$ cat src/rtl/mp3_pkg.sv
// Shared constants and types for the mp3 player control path.
// Latency: n/a (package only).
// Backpressure: n/a (package only).
package mp3_pkg;

    // Single-byte ASCII commands arriving over the Bluetooth UART link
    localparam logic [7:0] CMD_NEXT  = 8'h4E;  // 'N'
    localparam logic [7:0] CMD_PRE   = 8'h42;  // 'B'
    localparam logic [7:0] CMD_PAUSE = 8'h50;  // 'P'
    localparam logic [7:0] CMD_VUP   = 8'h2B;  // '+'
    localparam logic [7:0] CMD_VDN   = 8'h2D;  // '-'

    // Quietest volume level; level 0 is the loudest
    localparam int VOL_MAX_LVL = 8;

    typedef enum logic [2:0] {
        RX_IDLE,
        RX_START,
        RX_DATA,
        RX_STOP,
        RX_WAIT_HIGH
    } rx_state_t;

    typedef enum logic {
        DEC_RUN,
        DEC_HOLD
    } dec_state_t;

    // Per-channel attenuation byte for a volume level
    function automatic logic [7:0] vol_att(input logic [3:0] lvl, input logic [7:0] step);
        return {4'd0, lvl} * step;
    endfunction

endpackage

$ cat src/rtl/bt_cmd_decoder_uart_rx.sv
// UART 8N1 receiver: 2-FF synchroniser, mid-bit sampling, one-cycle byte / frame-error strobes.
// Latency: o_valid rises 1 clk after the stop bit is sampled (about 9.5 bit times after the start edge + 3 clk).
// Backpressure: none; the strobe is not held, the consumer must take it in the cycle it is high.
// Ports: clk, rst_n (async active-low), rx (async, idles high) -> o_data[7:0], o_valid, o_frame_err.
module uart_rx_8n1
    import mp3_pkg::*;
#(
    parameter int CLK_HZ = 100_000_000,
    parameter int BAUD   = 9600
) (
    input  logic       clk,
    input  logic       rst_n,
    input  logic       rx,
    output logic [7:0] o_data,
    output logic       o_valid,
    output logic       o_frame_err
);

    localparam int DIV = CLK_HZ / BAUD;
    localparam int CW  = $clog2(DIV);
    localparam logic [CW-1:0] HALF_M1 = CW'(DIV / 2 - 1);
    localparam logic [CW-1:0] FULL_M1 = CW'(DIV - 1);

    logic            r_sync1, r_sync2, r_rx_prev;
    rx_state_t       r_state, w_state_nxt;
    logic [CW-1:0]   r_cnt, w_cnt_nxt;
    logic [2:0]      r_bit_idx, w_bit_idx_nxt;
    logic [7:0]      r_shift, w_shift_nxt;
    logic            r_valid, w_valid_nxt;
    logic            r_ferr, w_ferr_nxt;
    logic            w_fall;

    // Synchroniser resets to the idle level so release never looks like a start edge
    always_ff @(posedge clk or negedge rst_n) begin
        if (!rst_n) begin
            r_sync1   <= 1'b1;
            r_sync2   <= 1'b1;
            r_rx_prev <= 1'b1;
        end else begin
            r_sync1   <= rx;
            r_sync2   <= r_sync1;
            r_rx_prev <= r_sync2;
        end
    end

    assign w_fall = r_rx_prev & ~r_sync2;

    always_ff @(posedge clk or negedge rst_n) begin
        if (!rst_n) begin
            r_state   <= RX_IDLE;
            r_cnt     <= '0;
            r_bit_idx <= '0;
            r_shift   <= '0;
            r_valid   <= 1'b0;
            r_ferr    <= 1'b0;
        end else begin
            r_state   <= w_state_nxt;
            r_cnt     <= w_cnt_nxt;
            r_bit_idx <= w_bit_idx_nxt;
            r_shift   <= w_shift_nxt;
            r_valid   <= w_valid_nxt;
            r_ferr    <= w_ferr_nxt;
        end
    end

    always_comb begin
        w_state_nxt   = r_state;
        w_cnt_nxt     = r_cnt;
        w_bit_idx_nxt = r_bit_idx;
        w_shift_nxt   = r_shift;
        w_valid_nxt   = 1'b0;
        w_ferr_nxt    = 1'b0;
        case (r_state)
            RX_IDLE: begin
                if (w_fall) begin
                    w_state_nxt = RX_START;
                    w_cnt_nxt   = '0;
                end
            end
            RX_START: begin
                // Half a bit in: a line that is high again was only a glitch
                if (r_cnt == HALF_M1) begin
                    w_cnt_nxt     = '0;
                    w_bit_idx_nxt = '0;
                    w_state_nxt   = r_sync2 ? RX_IDLE : RX_DATA;
                end else begin
                    w_cnt_nxt = r_cnt + CW'(1);
                end
            end
            RX_DATA: begin
                if (r_cnt == FULL_M1) begin
                    w_cnt_nxt   = '0;
                    w_shift_nxt = {r_sync2, r_shift[7:1]};  // LSB first
                    if (r_bit_idx == 3'd7) begin
                        w_state_nxt = RX_STOP;
                    end else begin
                        w_bit_idx_nxt = r_bit_idx + 3'd1;
                    end
                end else begin
                    w_cnt_nxt = r_cnt + CW'(1);
                end
            end
            RX_STOP: begin
                if (r_cnt == FULL_M1) begin
                    w_cnt_nxt = '0;
                    if (r_sync2) begin
                        w_valid_nxt = 1'b1;
                        w_state_nxt = RX_IDLE;
                    end else begin
                        w_ferr_nxt  = 1'b1;
                        w_state_nxt = RX_WAIT_HIGH;
                    end
                end else begin
                    w_cnt_nxt = r_cnt + CW'(1);
                end
            end
            RX_WAIT_HIGH: begin
                // A held-low line (break) must not re-trigger framing, so wait for idle
                if (r_sync2) begin
                    w_state_nxt = RX_IDLE;
                end
            end
            default: begin
                w_state_nxt = RX_IDLE;
            end
        endcase
    end

    assign o_data      = r_shift;
    assign o_valid     = r_valid;
    assign o_frame_err = r_ferr;

endmodule

$ cat src/rtl/bt_cmd_decoder.sv
// Bluetooth UART command decoder: turns ASCII command bytes and song-finished pulses into player state.
// Latency: state and pulses update 1 clk after the receiver strobe; a byte colliding with i_finish_song lands 1 clk later.
// Backpressure: none; at most one pending byte is held while a simultaneous finish pulse is applied.
// Ports: clk, rst_n, rx, i_finish_song -> o_vol, o_vol_level, o_song_select, o_pause,
//        o_next, o_pre, o_vol_plus, o_vol_dec, o_frame_err (all pulses one cycle wide).
module bt_cmd_decoder #(
    parameter int         CLK_HZ      = 100_000_000,
    parameter int         BAUD        = 9600,
    parameter int         NUM_SONGS   = 4,
    parameter logic [7:0] VOL_STEP    = 8'h10,
    parameter int         VOL_MAX_LVL = mp3_pkg::VOL_MAX_LVL,
    parameter int         VOL_RST_LVL = 2
) (
    input  logic        clk,
    input  logic        rst_n,
    input  logic        rx,
    input  logic        i_finish_song,
    output logic [15:0] o_vol,
    output logic [3:0]  o_vol_level,
    output logic [2:0]  o_song_select,
    output logic        o_pause,
    output logic        o_next,
    output logic        o_pre,
    output logic        o_vol_plus,
    output logic        o_vol_dec,
    output logic        o_frame_err
);

    import mp3_pkg::*;

    localparam logic [3:0] LVL_MAX   = 4'(VOL_MAX_LVL);
    localparam logic [3:0] LVL_RST   = 4'(VOL_RST_LVL);
    localparam logic [2:0] SONG_LAST = 3'(NUM_SONGS - 1);

    logic [7:0]  w_rx_data;
    logic        w_rx_valid;
    logic        w_rx_ferr;

    dec_state_t  r_state, w_state_nxt;
    logic [7:0]  r_hold, w_hold_nxt;
    logic        w_apply;
    logic [7:0]  w_byte;

    logic [2:0]  r_song, w_song_nxt;
    logic [3:0]  r_level, w_level_nxt;
    logic        r_pause, w_pause_nxt;
    logic        r_next, w_next_nxt;
    logic        r_pre, w_pre_nxt;
    logic        r_vup, w_vup_nxt;
    logic        r_vdn, w_vdn_nxt;
    logic [15:0] r_vol;
    logic [7:0]  w_att_nxt;

    uart_rx_8n1 #(
        .CLK_HZ (CLK_HZ),
        .BAUD   (BAUD)
    ) u_rx (
        .clk         (clk),
        .rst_n       (rst_n),
        .rx          (rx),
        .o_data      (w_rx_data),
        .o_valid     (w_rx_valid),
        .o_frame_err (w_rx_ferr)
    );

    always_ff @(posedge clk or negedge rst_n) begin
        if (!rst_n) begin
            r_state <= DEC_RUN;
            r_hold  <= '0;
            r_song  <= '0;
            r_level <= LVL_RST;
            r_pause <= 1'b0;
            r_next  <= 1'b0;
            r_pre   <= 1'b0;
            r_vup   <= 1'b0;
            r_vdn   <= 1'b0;
            r_vol   <= {2{vol_att(LVL_RST, VOL_STEP)}};
        end else begin
            r_state <= w_state_nxt;
            r_hold  <= w_hold_nxt;
            r_song  <= w_song_nxt;
            r_level <= w_level_nxt;
            r_pause <= w_pause_nxt;
            r_next  <= w_next_nxt;
            r_pre   <= w_pre_nxt;
            r_vup   <= w_vup_nxt;
            r_vdn   <= w_vdn_nxt;
            r_vol   <= {w_att_nxt, w_att_nxt};
        end
    end

    // Arbitration: a finish pulse always wins the cycle; a byte arriving alongside it is parked
    // in r_hold and applied on the first cycle without a finish pulse.
    always_comb begin
        w_state_nxt = r_state;
        w_hold_nxt  = r_hold;
        w_apply     = 1'b0;
        w_byte      = w_rx_data;
        case (r_state)
            DEC_RUN: begin
                if (i_finish_song) begin
                    if (w_rx_valid) begin
                        w_hold_nxt  = w_rx_data;
                        w_state_nxt = DEC_HOLD;
                    end
                end else if (w_rx_valid) begin
                    w_apply = 1'b1;
                end
            end
            DEC_HOLD: begin
                if (!i_finish_song) begin
                    w_apply     = 1'b1;
                    w_byte      = r_hold;
                    w_state_nxt = DEC_RUN;
                end
            end
            default: begin
                w_state_nxt = DEC_RUN;
            end
        endcase
    end

    // Command effects
    always_comb begin
        w_song_nxt  = r_song;
        w_level_nxt = r_level;
        w_pause_nxt = r_pause;
        w_next_nxt  = 1'b0;
        w_pre_nxt   = 1'b0;
        w_vup_nxt   = 1'b0;
        w_vdn_nxt   = 1'b0;
        if (i_finish_song) begin
            w_song_nxt  = (r_song == SONG_LAST) ? 3'd0 : r_song + 3'd1;
            w_pause_nxt = 1'b0;
            w_next_nxt  = 1'b1;
        end else if (w_apply) begin
            case (w_byte)
                CMD_NEXT: begin
                    w_song_nxt  = (r_song == SONG_LAST) ? 3'd0 : r_song + 3'd1;
                    w_pause_nxt = 1'b0;
                    w_next_nxt  = 1'b1;
                end
                CMD_PRE: begin
                    w_song_nxt  = (r_song == 3'd0) ? SONG_LAST : r_song - 3'd1;
                    w_pause_nxt = 1'b0;
                    w_pre_nxt   = 1'b1;
                end
                CMD_PAUSE: begin
                    w_pause_nxt = ~r_pause;
                end
                CMD_VUP: begin
                    if (r_level != 4'd0) begin
                        w_level_nxt = r_level - 4'd1;
                        w_vup_nxt   = 1'b1;
                    end
                end
                CMD_VDN: begin
                    if (r_level < LVL_MAX) begin
                        w_level_nxt = r_level + 4'd1;
                        w_vdn_nxt   = 1'b1;
                    end
                end
                default: begin
                    // ASCII '0'..'7' share the upper bits 00110; the low 3 bits are the index
                    if ((w_byte[7:3] == 5'b00110) && (int'(w_byte[2:0]) < NUM_SONGS)) begin
                        w_song_nxt  = w_byte[2:0];
                        w_pause_nxt = 1'b0;
                        w_next_nxt  = (w_byte[2:0] != r_song);
                    end
                end
            endcase
        end
    end

    // Volume word tracks the next level so it changes in the same cycle as o_vol_level
    assign w_att_nxt = vol_att(w_level_nxt, VOL_STEP);

    assign o_vol         = r_vol;
    assign o_vol_level   = r_level;
    assign o_song_select = r_song;
    assign o_pause       = r_pause;
    assign o_next        = r_next;
    assign o_pre         = r_pre;
    assign o_vol_plus    = r_vup;
    assign o_vol_dec     = r_vdn;
    assign o_frame_err   = w_rx_ferr;

endmodule
$ cat config.mk
export PLATFORM = sky130hd
export DESIGN_NAME = bt_cmd_decoder
export DESIGN_NICKNAME = d
export VERILOG_FILES = /design/src/rtl/mp3_pkg.sv /design/src/rtl/bt_cmd_decoder_uart_rx.sv /design/src/rtl/bt_cmd_decoder.sv
export SDC_FILE = /design/constraint.sdc
export NUM_CORES = 1
export LEC_CHECK = 0
export CORE_ASPECT_RATIO = 1.2
export CORE_UTILIZATION = 55
export DETAILED_ROUTE_END_ITERATION = 10
export PLACE_DENSITY = 0.76
export SYNTH_ARGS = -nofsm -noshare
export SYNTH_HDL_FRONTEND = slang
export SYNTH_HIERARCHICAL = 1
export SYNTH_SLANG_ARGS = --single-unit
$ cat constraint.sdc
create_clock -name clk -period 3.4 [get_ports clk]
set_clock_uncertainty 0.1 [all_clocks]
set_input_delay 0.68 -clock clk [delete_from_list [all_inputs] [get_ports clk]]
set_output_delay 0.68 -clock clk [all_outputs]
set_load 0.005 [all_outputs]
* Word-level counts from Yosys, hierarchy flattened
Index checks and enable logic that the tools add are counted.
Storage, ports and cells: bits in registers 62, latch bits 0, memory bits (writable) 0, ROM bits 0, output and inout port bits 29, word-level logic and storage cells 138, memories 0
Cells by class: $add $sub $neg 6, $mul 0, div/mod/pow operators 0, $lt $le $gt $ge 2, equal/unequal tests 24, shifts and indexed selects 0, multiplexer cells 62, bitwise gates (word level) 4, reduce and logical (&&, ||, !) cells 21
Operators with widths (count):
- 3-bit 2-to-1 mux | 15
- 14-bit 2-to-1 mux | 3
- 14-bit case mux with 3 select lines | 1
- 1-bit 2-to-1 mux | 28
- 8-bit by 7-bit equality test with 1-bit output (second input constant) | 3
- 8-bit by 6-bit equality test with 1-bit output (second input constant) | 2
- 4-bit 2-to-1 mux | 4
- 8-bit 2-to-1 mux | 2
- 2-bit by 1-bit inequality test with 1-bit output (second input constant) | 8
- 3-bit case mux with 5 select lines | 1
- 14-bit by 1-bit adder with 14-bit output (second input constant) | 1
- 14-bit by 13-bit equality test with 1-bit output (second input constant) | 1
- 14-bit equality test (second input constant) | 1
- 4-bit nonzero test | 3
- 3-bit by 2-bit equality test with 1-bit output (second input constant) | 3
- 3-bit case mux with 3 select lines | 1
- 3-bit AND reduction | 3
- 4-bit case mux with 2 select lines | 1
- 3-bit by 1-bit adder with 3-bit output (second input constant) | 2
- 3-bit equality test (second input constant) | 2
- 3-bit zero test | 2
- 1-bit case mux with 2 select lines | 3
- 3-bit case mux with 2 select lines | 1
- 6-bit AND reduction | 1
- other kinds (21) | 27

* Logic depth before layout (Yosys ltp)
Gate-level depths: netlist of the first run.
word-level depth 8, gate-level depth with buffers 8

* Hierarchy
The synthesis of the first run kept the hierarchy.
By module, submodules not included:
- bt_cmd_decoder | instances 1, cells an instance 169, area each 1692.9 um^2, sequential area each 526.8 um^2
- uart_rx_8n1 | instances 1, cells an instance 152, area each 1622.8 um^2, sequential area each 829.5 um^2

* Least setup slack after synthesis of the first run
Ideal clock, no wire load.
path type reg2reg, start register u_rx.r_cnt[0], end register u_rx.r_bit_idx[0], setup time 125 ps, arrival time 1860 ps, data required time 3175 ps, slack 1315 ps, stages on the path, launching flop included 7, buffers on the path 0, period minus slack after synthesis 2085 ps, cell sequence dfrtp_1 ha_1 and4bb_1 nand4_4 o31a_1 or3_4 mux2_4
Between the ends: cells in the longest elaborated chain, start to end 3, elaborated cells between the ends (all ways) 5
RTL lines:
- from (decl) | line bt_cmd_decoder_uart_rx.sv:26 | logic [CW-1:0] r_cnt, w_cnt_nxt;
- from (signal assigned) | line bt_cmd_decoder_uart_rx.sv:58 | r_cnt <= w_cnt_nxt;
- 14-bit equality test or 14-bit by 13-bit equality test with 1-bit output (tied branches) | line bt_cmd_decoder_uart_rx.sv:91, bt_cmd_decoder_uart_rx.sv:82
- 2-bit by 1-bit inequality test with 1-bit output (no line)
- 4-bit AND reduction (no line) (*)
- to (signal assigned) | line bt_cmd_decoder_uart_rx.sv:59 | r_bit_idx <= w_bit_idx_nxt;
- to (decl) | line bt_cmd_decoder_uart_rx.sv:27 | logic [2:0] r_bit_idx, w_bit_idx_nxt;
Mark *: on every way between the ends. The rest lies on a longest branch, timed or not. A chain may end at the register's enable or synchronous reset.

* Worst setup path after layout of the first run
start input i_finish_song, end register r_pause (netlist: o_pause)
Between the ends: cells in the longest elaborated chain, start to end 7, elaborated cells between the ends (all ways) 22
RTL lines:
- from (decl) | line bt_cmd_decoder.sv:17 | input logic i_finish_song,
- 8-bit 2-to-1 mux | line bt_cmd_decoder.sv:111 | if (!i_finish_song) begin
- 8-bit 2-to-1 mux | line bt_cmd_decoder.sv:99 | case (r_state)
- 8-bit by 6-bit equality test with 1-bit output or 8-bit by 7-bit equality test with 1-bit output (tied branches) | line bt_cmd_decoder.sv:137 | case (w_byte)
- 2-bit OR reduction (no line)
- 1-bit case mux with 3 select lines | line bt_cmd_decoder.sv:137
- 1-bit 2-to-1 mux | line bt_cmd_decoder.sv:136 | end else if (w_apply) begin
- 1-bit 2-to-1 mux | line bt_cmd_decoder.sv:132 | if (i_finish_song) begin
- to (signal assigned) | line bt_cmd_decoder.sv:83 | r_pause <= w_pause_nxt;
- to (decl) | line bt_cmd_decoder.sv:46 | logic r_pause, w_pause_nxt;
Parallel ways exist; a longest one is shown, timed or not. The select of a mux whose other input is x is not followed.

==> impl_metrics.yaml, run 1 <==
worst_setup_path:
  path_cells: "clkdlybuf4s50_1 > buf_4 > nor2b_4 > mux2i_2 > nand2_1 > and4_1 > a211o_1"
  r2r_start: "u_rx/r_cnt[1]$_DFFE_PN0P_"
  end_kind: "flip-flop"
  start_kind: "input port"
  cp_data_required_time_ns: 3.50
  crit_path_max_fanout: 15
  crit_start: "i_finish_song"
  critPathBufInv: 2
  critical_path_class: "in -> reg"
  crit_family: "buffers and inverters"
  critical-path-max-stage-delay_ns: 0.42
  arrival_ns: 2.45
  cp_slowest_cell: "clkdlybuf4s50_1"
placement:
  io_buffers: 24
  place.gp.congestion: 0.906
  place_hpwl_um: 4430
  dp_cells: 408
detailed_routing:
  drt_first_pass_iters: 5
  drc: 0
  drt-vias-per-instance: 5.75
  drt_iter0_markers: 146
  wire_per_inst_um: 14.9
  ant_nets: 0
  vias: 2390
  wirelength_um: 6180
power_and_ir_drop:
  p_per_area_mw_per_mm2: 362
  ir_worst_vdd_mv: 0.233
  power_uw: 1300
  p_leak_uw: 0.00163
cells_and_area:
  nets: 347
  utilization_pct: 62.6
  diodes: 0
  drive_gt1_share_pct: 16.4
  layout-area-overhead-vs-synth_pct: 8.42
  fin_cells: 416
die:
  rows: 30
  dieHeight_um: 87.1
  dieArea_mm2: 0.00634
  core_area_mm2: 0.00574
  io_pins: 33
  die_x_um: 72.9
  start_util_pct: 57.7
synthesis:
  syn_area_per_cell_um2: 10.3
  synthArstFlopShare_pct: 100
  synthTopCellsByCount: "dfrtp_1, nor2_1, nand2_1, mux2_2, buf_4"
  synth-edff-count: 0
  syn-instance-count: 321
  synth_area_leaders: "dfrtp_1, mux2_2, buf_4"
  syn_area_mm2: 0.00332
  yosysMostFrequentCell: "dfrtp_1"
  yosys_warnings: 6
  yosys_register_bits: 54
  synthDistinctLibCells: 74
  synth_top_area_cell: "dfrtp_1"
  netlist.area_leader.share_pct: 37.7
  synth-seq-area-share_pct: 40.9
  synthFlopType: "dfrtp_1"
timing:
  rsz0062_at_grt: "false"
  setup_viol: 0
  fin_crit_ns: 2.35
  slew_headroom_pct: 37.9
  final_max_slew_viol_count: 0
  fin_crit_sh_pct: 69.0
  setup-tns-final_ns: 0
  worst-slew-pin-transition_ns: 0.931
  hold_viol: 0
  max_freq_mhz: 426
global_routing:
  antenna_found_initial: 0
  grt_max_degree: 44
  grt_pass1_vias: 2320
  globalRouteOverflowTotal: 0
  grt_pass1_wl_um: 10600
  track_usage_pct: 21.5
clock_tree:
  cts_tree: "built"
  holdBufCountCts: 0
  clock_path_buffers: 2
  cts-buffers-inserted: 5
  cts.repair.resized: 0
  clock-root-buffer: "clkbuf_8"
  cts.sinks: 54
  post_cts_buffers: 0
  path_clk_slew_ns: 0.10
  clk_latency_ns: 0.31
  htreeDepth: 2
min_path:
  hp-class: "reg -> reg"
  holdCritStartpoint: "u_rx/r_sync1$_DFF_PN1_"
flow_run:
  cap_violations: 0
outcome:
  outcome: "finished, final reports clean"
[final timing paths]
kind                                               to  slack [ns]  cells after the start
max reg2reg                 u_rx/r_cnt[5]$_DFFE_PN0P_        1.11                      6
max in group asynchronous  u_rx/o_data[7]$_DFFE_PN0P_        2.08                      2
min                            u_rx/r_sync2$_DFF_PN1_        0.26                      0
max                               o_pause$_DFFE_PN0P_        1.05                      7
min reg2reg                    u_rx/r_sync2$_DFF_PN1_        0.26                      0
min in group asynchronous         o_vol_dec$_DFF_PN0_        0.40                      1
[per-layer routing]
metal	part of all wire, %	track usage [%]	vias up
met3	2.8	3.70	10
met5	0	0	-
li1	-	-	1179
met4	1.8	8.38	0
met2	52	38.4	47
met1	44	25.4	1154
[flip-flops by register name, indices dropped and copies added (netlist names), 3 cells and up]
signal	cells
u_rx/o_data	8
u_rx/r_bit_idx	3
u_rx/r_state	3
u_rx/r_cnt	14
o_vol_level	3
o_song_select	3
r_hold	8
[report_power, final]
| part | switching (uW) | leakage, uW | total, uW | internal, uW |
|---|---|---|---|---|
| clock | 208 | 0.0000452 | 354 | 146 |
| combinational | 115 | 0.000870 | 215 | 100 |
| sequential | 50.5 | 0.000718 | 733 | 682 |
[metrics by stage]
step | hold WS [ns] | setup slack (ns) | area [um^2]
after CTS | 0.263 | 1.07 | 3590
final | 0.261 | 1.05 | 3590
after global placement | 0.246 | 0.773 | 3510
after global routing | 0.274 | 0.936 | 3590
after detailed placement | 0.248 | 0.739 | 3510
after floorplan | 0.245 | 1.32 | 3340
[kinds of logic (layout without fill, tap and decap cells)]
family	after synthesis	count (layout)	synth area share [%]
simple gates	111	111	20.2
compound gates	74	74	17.9
flops	54	54	40.9
buf+inv	39	47	7.02
mux	26	26	8.75
fa+ha+maj	8	8	3.02
xor+xnor	8	8	2.11
other cells	1	8	0.113
[layout make-up]
class / instances / area, um^2
fillers: 491 / 2150
multi-input cells: 235 / 1750
flip-flops and latches: 54 / 1360
repair buffers: 26 / 250
well taps: 80 / 100
clock buffers: 6 / 72.6
inverters: 13 / 48.8
clock inverters: 2 / 13.8
[cells in the final DEF, fill, tap and decap left out, types with 8 or more instances in the layout]
cell type	n
nor2b_1	8
nor3_1	8
o21ai_0	10
clkdlybuf4s50_1	23
ha_1	8
nand3_1	9
nand2_1	20
inv_1	13
mux2_2	17
dfrtp_1	50
nor2_1	25
a21oi_1	11
conb_1	8
No activity file was read; power rests on OpenSTA's default activity.
==> inputs of run 2 (changes only) <==
- clock period: 3.4 -> 2.3 ns (I/O delays scaled with it)
==> impl_metrics.yaml, run 2 (synthesized netlist as in run 1, its figures left out) <==
outcome:
  outcome: "finished, final reports clean"
detailed_routing:
  drt-vias-per-instance: 5.63
  vias: 2466
  wirelength_um: 6300
  drt_iter0_markers: 107
  drt_first_pass_iters: 4
  wire_per_inst_um: 14.4
  drc: 0
  ant_nets: 0
die:
  rows: 30
  dieArea_mm2: 0.00634
  io_pins: 33
  dieHeight_um: 87.1
  core_area_mm2: 0.00574
  start_util_pct: 57.7
  die_x_um: 72.9
timing:
  final_max_slew_viol_count: 0
  setup-tns-final_ns: 0
  fin_crit_sh_pct: 96.1
  slew_headroom_pct: 54.4
  max_freq_mhz: 453
  rsz0062_at_grt: "false"
  setup_viol: 0
  worst-slew-pin-transition_ns: 0.684
  fin_crit_ns: 2.21
  hold_viol: 0
worst_setup_path:
  rr_worst_depth: 6
  crit_path_max_fanout: 4
  arrival_ns: 2.30
  reg2reg_to: "u_rx/r_bit_idx[0]$_DFFE_PN0P_"
  start_kind: "flip-flop"
  r2r_slack_ns: 0.09
  critical_path_class: "reg -> reg"
  cp_data_required_time_ns: 2.39
  end_kind: "flip-flop"
  r2r_start: "u_rx/r_cnt[0]$_DFFE_PN0P_"
clock_tree:
  htreeDepth: 2
  clock-root-buffer: "clkbuf_8"
  cts.sinks: 54
  post_cts_buffers: 0
  path_clk_slew_ns: 0.09
  cts_tree: "built"
  clk_latency_ns: 0.30
  cts.repair.resized: 0
  holdBufCountCts: 0
  cts-buffers-inserted: 5
  clock_path_buffers: 2
power_and_ir_drop:
  ir_worst_vdd_mv: 0.416
  clkPwrFrac_pct: 30.5
  p_sw_uw: 545
  swShare_pct: 26.8
  internal_power_uw: 1490
  p_per_area_mw_per_mm2: 537
  power_uw: 2040
  seqPwrFrac_pct: 53.1
  p_leak_uw: 0.00175
  power_frac_comb_pct: 16.4
global_routing:
  grt_max_degree: 55
  grt_pass1_wl_um: 10400
  track_usage_pct: 21.0
  globalRouteOverflowTotal: 0
  antenna_found_initial: 0
  grt_pass1_vias: 2333
flow_run:
  cap_violations: 0
cells_and_area:
  largest_register_ffs: 14
  layout_commonest_cell: "dfrtp_1"
  nets: 369
  utilization_pct: 66.1
  drive_gt1_share_pct: 21.8
  diodes: 0
  layout-area-overhead-vs-synth_pct: 14.5
  top_register: "u_rx/r_cnt"
  final_cell_mix: "dfrtp_1, nor2_1, clkdlybuf4s50_1, buf_4, nand2_1"
  n_fill_cell: 487
placement:
  io_buffers: 24
  place.gp.congestion: 0.944
  place_hpwl_um: 4590
min_path:
  hp-class: "in -> async"
## run 2: power by group through the flow
stage,Clock (uW),Combinational (uW),Sequential (uW)
2_1_floorplan,0,244,1080
3_3_place_gp,0,326,1100
3_5_place_dp,0,338,1100
4_1_cts,642,340,1080
5_1_grt,677,375,1090
6_report,621,335,1080
## run 2: how the worst max path moves through the flow
stage | start | end | slack [ns]
after floorplan | u_rx/r_cnt[0]$_DFFE_PN0P_ | u_rx/r_bit_idx[0]$_DFFE_PN0P_ | 0.22
after global placement | i_finish_song | o_next$_DFF_PN0_ | -0.03
after detailed placement | i_finish_song | o_next$_DFF_PN0_ | -0.06
after CTS | u_rx/r_cnt[0]$_DFFE_PN0P_ | u_rx/r_bit_idx[0]$_DFFE_PN0P_ | 0.09
after global routing | u_rx/r_cnt[0]$_DFFE_PN0P_ | u_rx/r_bit_idx[0]$_DFFE_PN0P_ | 0.01
final | u_rx/r_cnt[0]$_DFFE_PN0P_ | u_rx/r_bit_idx[0]$_DFFE_PN0P_ | 0.09
## run 2: worst max-delay path: stages, from the launching register on
cell	delay, ns
dfrtp_1	0.40
ha_1	0.21
and4bb_1	0.29
nand4_1	0.19
nor2b_1	0.20
or3_4	0.40
mux2_4	0.30
## run 2: final cells by class
cell class,count,area (um^2),area share [%]
clock buffers,5,68.8,1.81
clock inverters,3,40.0,1.06
inverters,13,48.8,1.29
multi-input cells,235,1750,46.2
flip-flops and latches,54,1360,35.7
well taps,80,100,2.64
repair buffers,48,428,11.3
## run 2: metrics by stage
step | instances | instance area [um^2] | hold slack, ns | setup slack [ns]
2_1_floorplan | 328 | 3340 | 0.0644 | 0.215
3_3_place_gp | 430 | 3690 | 0.246 | -0.0271
3_5_place_dp | 430 | 3690 | 0.247 | -0.0579
4_1_cts | 438 | 3790 | 0.203 | 0.0870
5_1_grt | 438 | 3790 | 0.258 | 0.0109
6_report | 438 | 3790 | 0.173 | 0.0904
## run 2: per-layer routing
metal | global-route usage, % | routed length [um] | vias to the layer above | share of wire, %
li1 | - | - | 1216 | -
met1 | 24.9 | 2780 | 1206 | 44
met2 | 38.1 | 3320 | 35 | 53
met3 | 2.43 | 99 | 9 | 1.6
met4 | 8.56 | 104 | 0 | 1.6
met5 | 0 | 0 | - | 0
==> inputs of run 3 (changes only) <==
- SETUP_SLACK_MARGIN: not set -> 0.2
==> impl_metrics.yaml, run 3 (synthesized netlist as in run 1, its figures left out) <==
cells_and_area:
  layout_commonest_cell: "dfrtp_1"
  drive_gt1_share_pct: 25.3
  largest_register_ffs: 14
  layout-area-overhead-vs-synth_pct: 17.4
  final_cell_mix: "dfrtp_1, buf_4, nor2_1"
  diodes: 0
  top_register: "u_rx/r_cnt"
  fin_area_mm2: 0.00389
  nets: 379
placement:
  place_area_mm2: 0.00369
  pre_cts_ws_ns: -0.0579
  place_hpwl_um: 4590
  place.gp.congestion: 0.944
  io_buffers: 24
power_and_ir_drop:
  p_leak_uw: 0.00181
  internal_power_uw: 1540
  clkPwrFrac_pct: 29.6
  power_frac_comb_pct: 19.0
  p_sw_uw: 561
  seqPwrFrac_pct: 51.3
  p_per_area_mw_per_mm2: 539
  ir_worst_vdd_mv: 0.421
  swShare_pct: 26.7
die:
  rows: 30
  start_util_pct: 57.7
  dieHeight_um: 87.1
  dieArea_mm2: 0.00634
  io_pins: 33
  core_area_mm2: 0.00574
  die_x_um: 72.9
clock_tree:
  clock_path_buffers: 2
  clock-root-buffer: "clkbuf_8"
  cts-buffers-inserted: 5
  clk_latency_ns: 0.30
  cts.sinks: 54
  path_clk_slew_ns: 0.09
  htreeDepth: 2
  cts_tree: "built"
  holdBufCountCts: 0
detailed_routing:
  vias: 2531
  wire_per_inst_um: 14.6
  ant_nets: 0
  drt_iter0_markers: 114
  drt-vias-per-instance: 5.65
  drc: 0
  drt_first_pass_iters: 4
  wirelength_um: 6540
timing:
  worst-slew-pin-transition_ns: 0.686
  rsz0062_at_grt: "true"
  fin_crit_sh_pct: 91.7
  slew_headroom_pct: 54.3
  max_freq_mhz: 474
  fin_crit_ns: 2.11
  setup_viol: 0
  fin_ws_ns: 0.191
  final_max_slew_viol_count: 0
  hold_ws_ns: 0.171
  hold_viol: 0
global_routing:
  globalRouteOverflowTotal: 0
  grt_pass1_wl_um: 10600
  track_usage_pct: 21.2
  grt_pass1_vias: 2361
  grt_max_degree: 55
  antenna_found_initial: 0
worst_setup_path:
  cp_data_required_time_ns: 2.39
  end_kind: "flip-flop"
  critical_path_class: "reg -> reg"
  start_kind: "flip-flop"
  arrival_ns: 2.20
  crit_path_max_fanout: 4
outcome:
  outcome: "finished, final reports clean"
min_path:
  hp-class: "in -> async"
flow_run:
  cap_violations: 0
-- run 3: cell count changes in the layout (fill, tap and decap cells not counted), sizes merged --
cell  change
buf      +10
-- run 3: path summary, 6_finish.rpt --
path	start	endpoint	slack (ns)	cells past startpoint
max	u_rx/r_cnt[1]$_DFFE_PN0P_	u_rx/r_bit_idx[0]$_DFFE_PN0P_	0.19	6
max reg2reg	u_rx/r_cnt[1]$_DFFE_PN0P_	u_rx/r_bit_idx[0]$_DFFE_PN0P_	0.19	6
max in group asynchronous	rst_n	o_vol[7]$_DFFE_PN0P_	1.46	2
min in group clk	u_rx/r_sync1$_DFF_PN1_	u_rx/r_sync2$_DFF_PN1_	0.26	0
min reg2reg	u_rx/r_sync1$_DFF_PN1_	u_rx/r_sync2$_DFF_PN1_	0.26	0
min	rst_n	o_vol_dec$_DFF_PN0_	0.17	2
-- run 3: layout make-up --
cell class / instances / area (um^2)
sequential: 54 / 1360
tap: 80 / 100
timing repair buffer: 58 / 507
clock buffer: 5 / 68.8
inverter: 13 / 48.8
clock inverter: 3 / 40.0
multi-input combinational: 235 / 1770
fill: 471 / 1850
-- run 3: critical path, stage by stage (launching register included) --
cell,delay [ns]
dfrtp_1,0.37
ha_2,0.20
and4bb_2,0.28
nand4_4,0.12
o31a_1,0.25
or3_4,0.38
mux2_4,0.30
-- run 3: stage by stage --
| stage | power (uW) | util, % | setup TNS [ns] | std cells |
|---|---|---|---|---|
| after floorplan | 1320 | - | 0 | 328 |
| after global placement | 1420 | 64.2 | -0.0294 | 430 |
| after detailed placement | 1440 | 64.2 | -0.202 | 430 |
| after CTS | 2090 | 66.6 | 0 | 442 |
| after global routing | 2210 | 67.8 | 0 | 448 |
| final | 2100 | 67.8 | 0 | 448 |
-- run 3: what timing repair did --
item                       4_1_cts  5_1_grt
gates resized for setup          2        6
pin swaps                        5        3
setup buffers                    4        6
setup endpoints to repair        6       21
-- run 3: per-layer routing --
metal	GRT usage, %	up-vias	part of all wire, %
met1	24.9	1230	44
met5	0	-	0
li1	-	1247	-
met4	8.73	0	2.1
met3	2.43	13	1.8
met2	38.9	41	52
-- run 3: power by group through the flow --
stage,registers [uW],logic (uW),clock network [uW]
floorplan,1080,244,0
global placement,1100,326,0
detailed placement,1100,338,0
CTS,1070,378,642
global route,1090,446,677
finish,1080,400,622
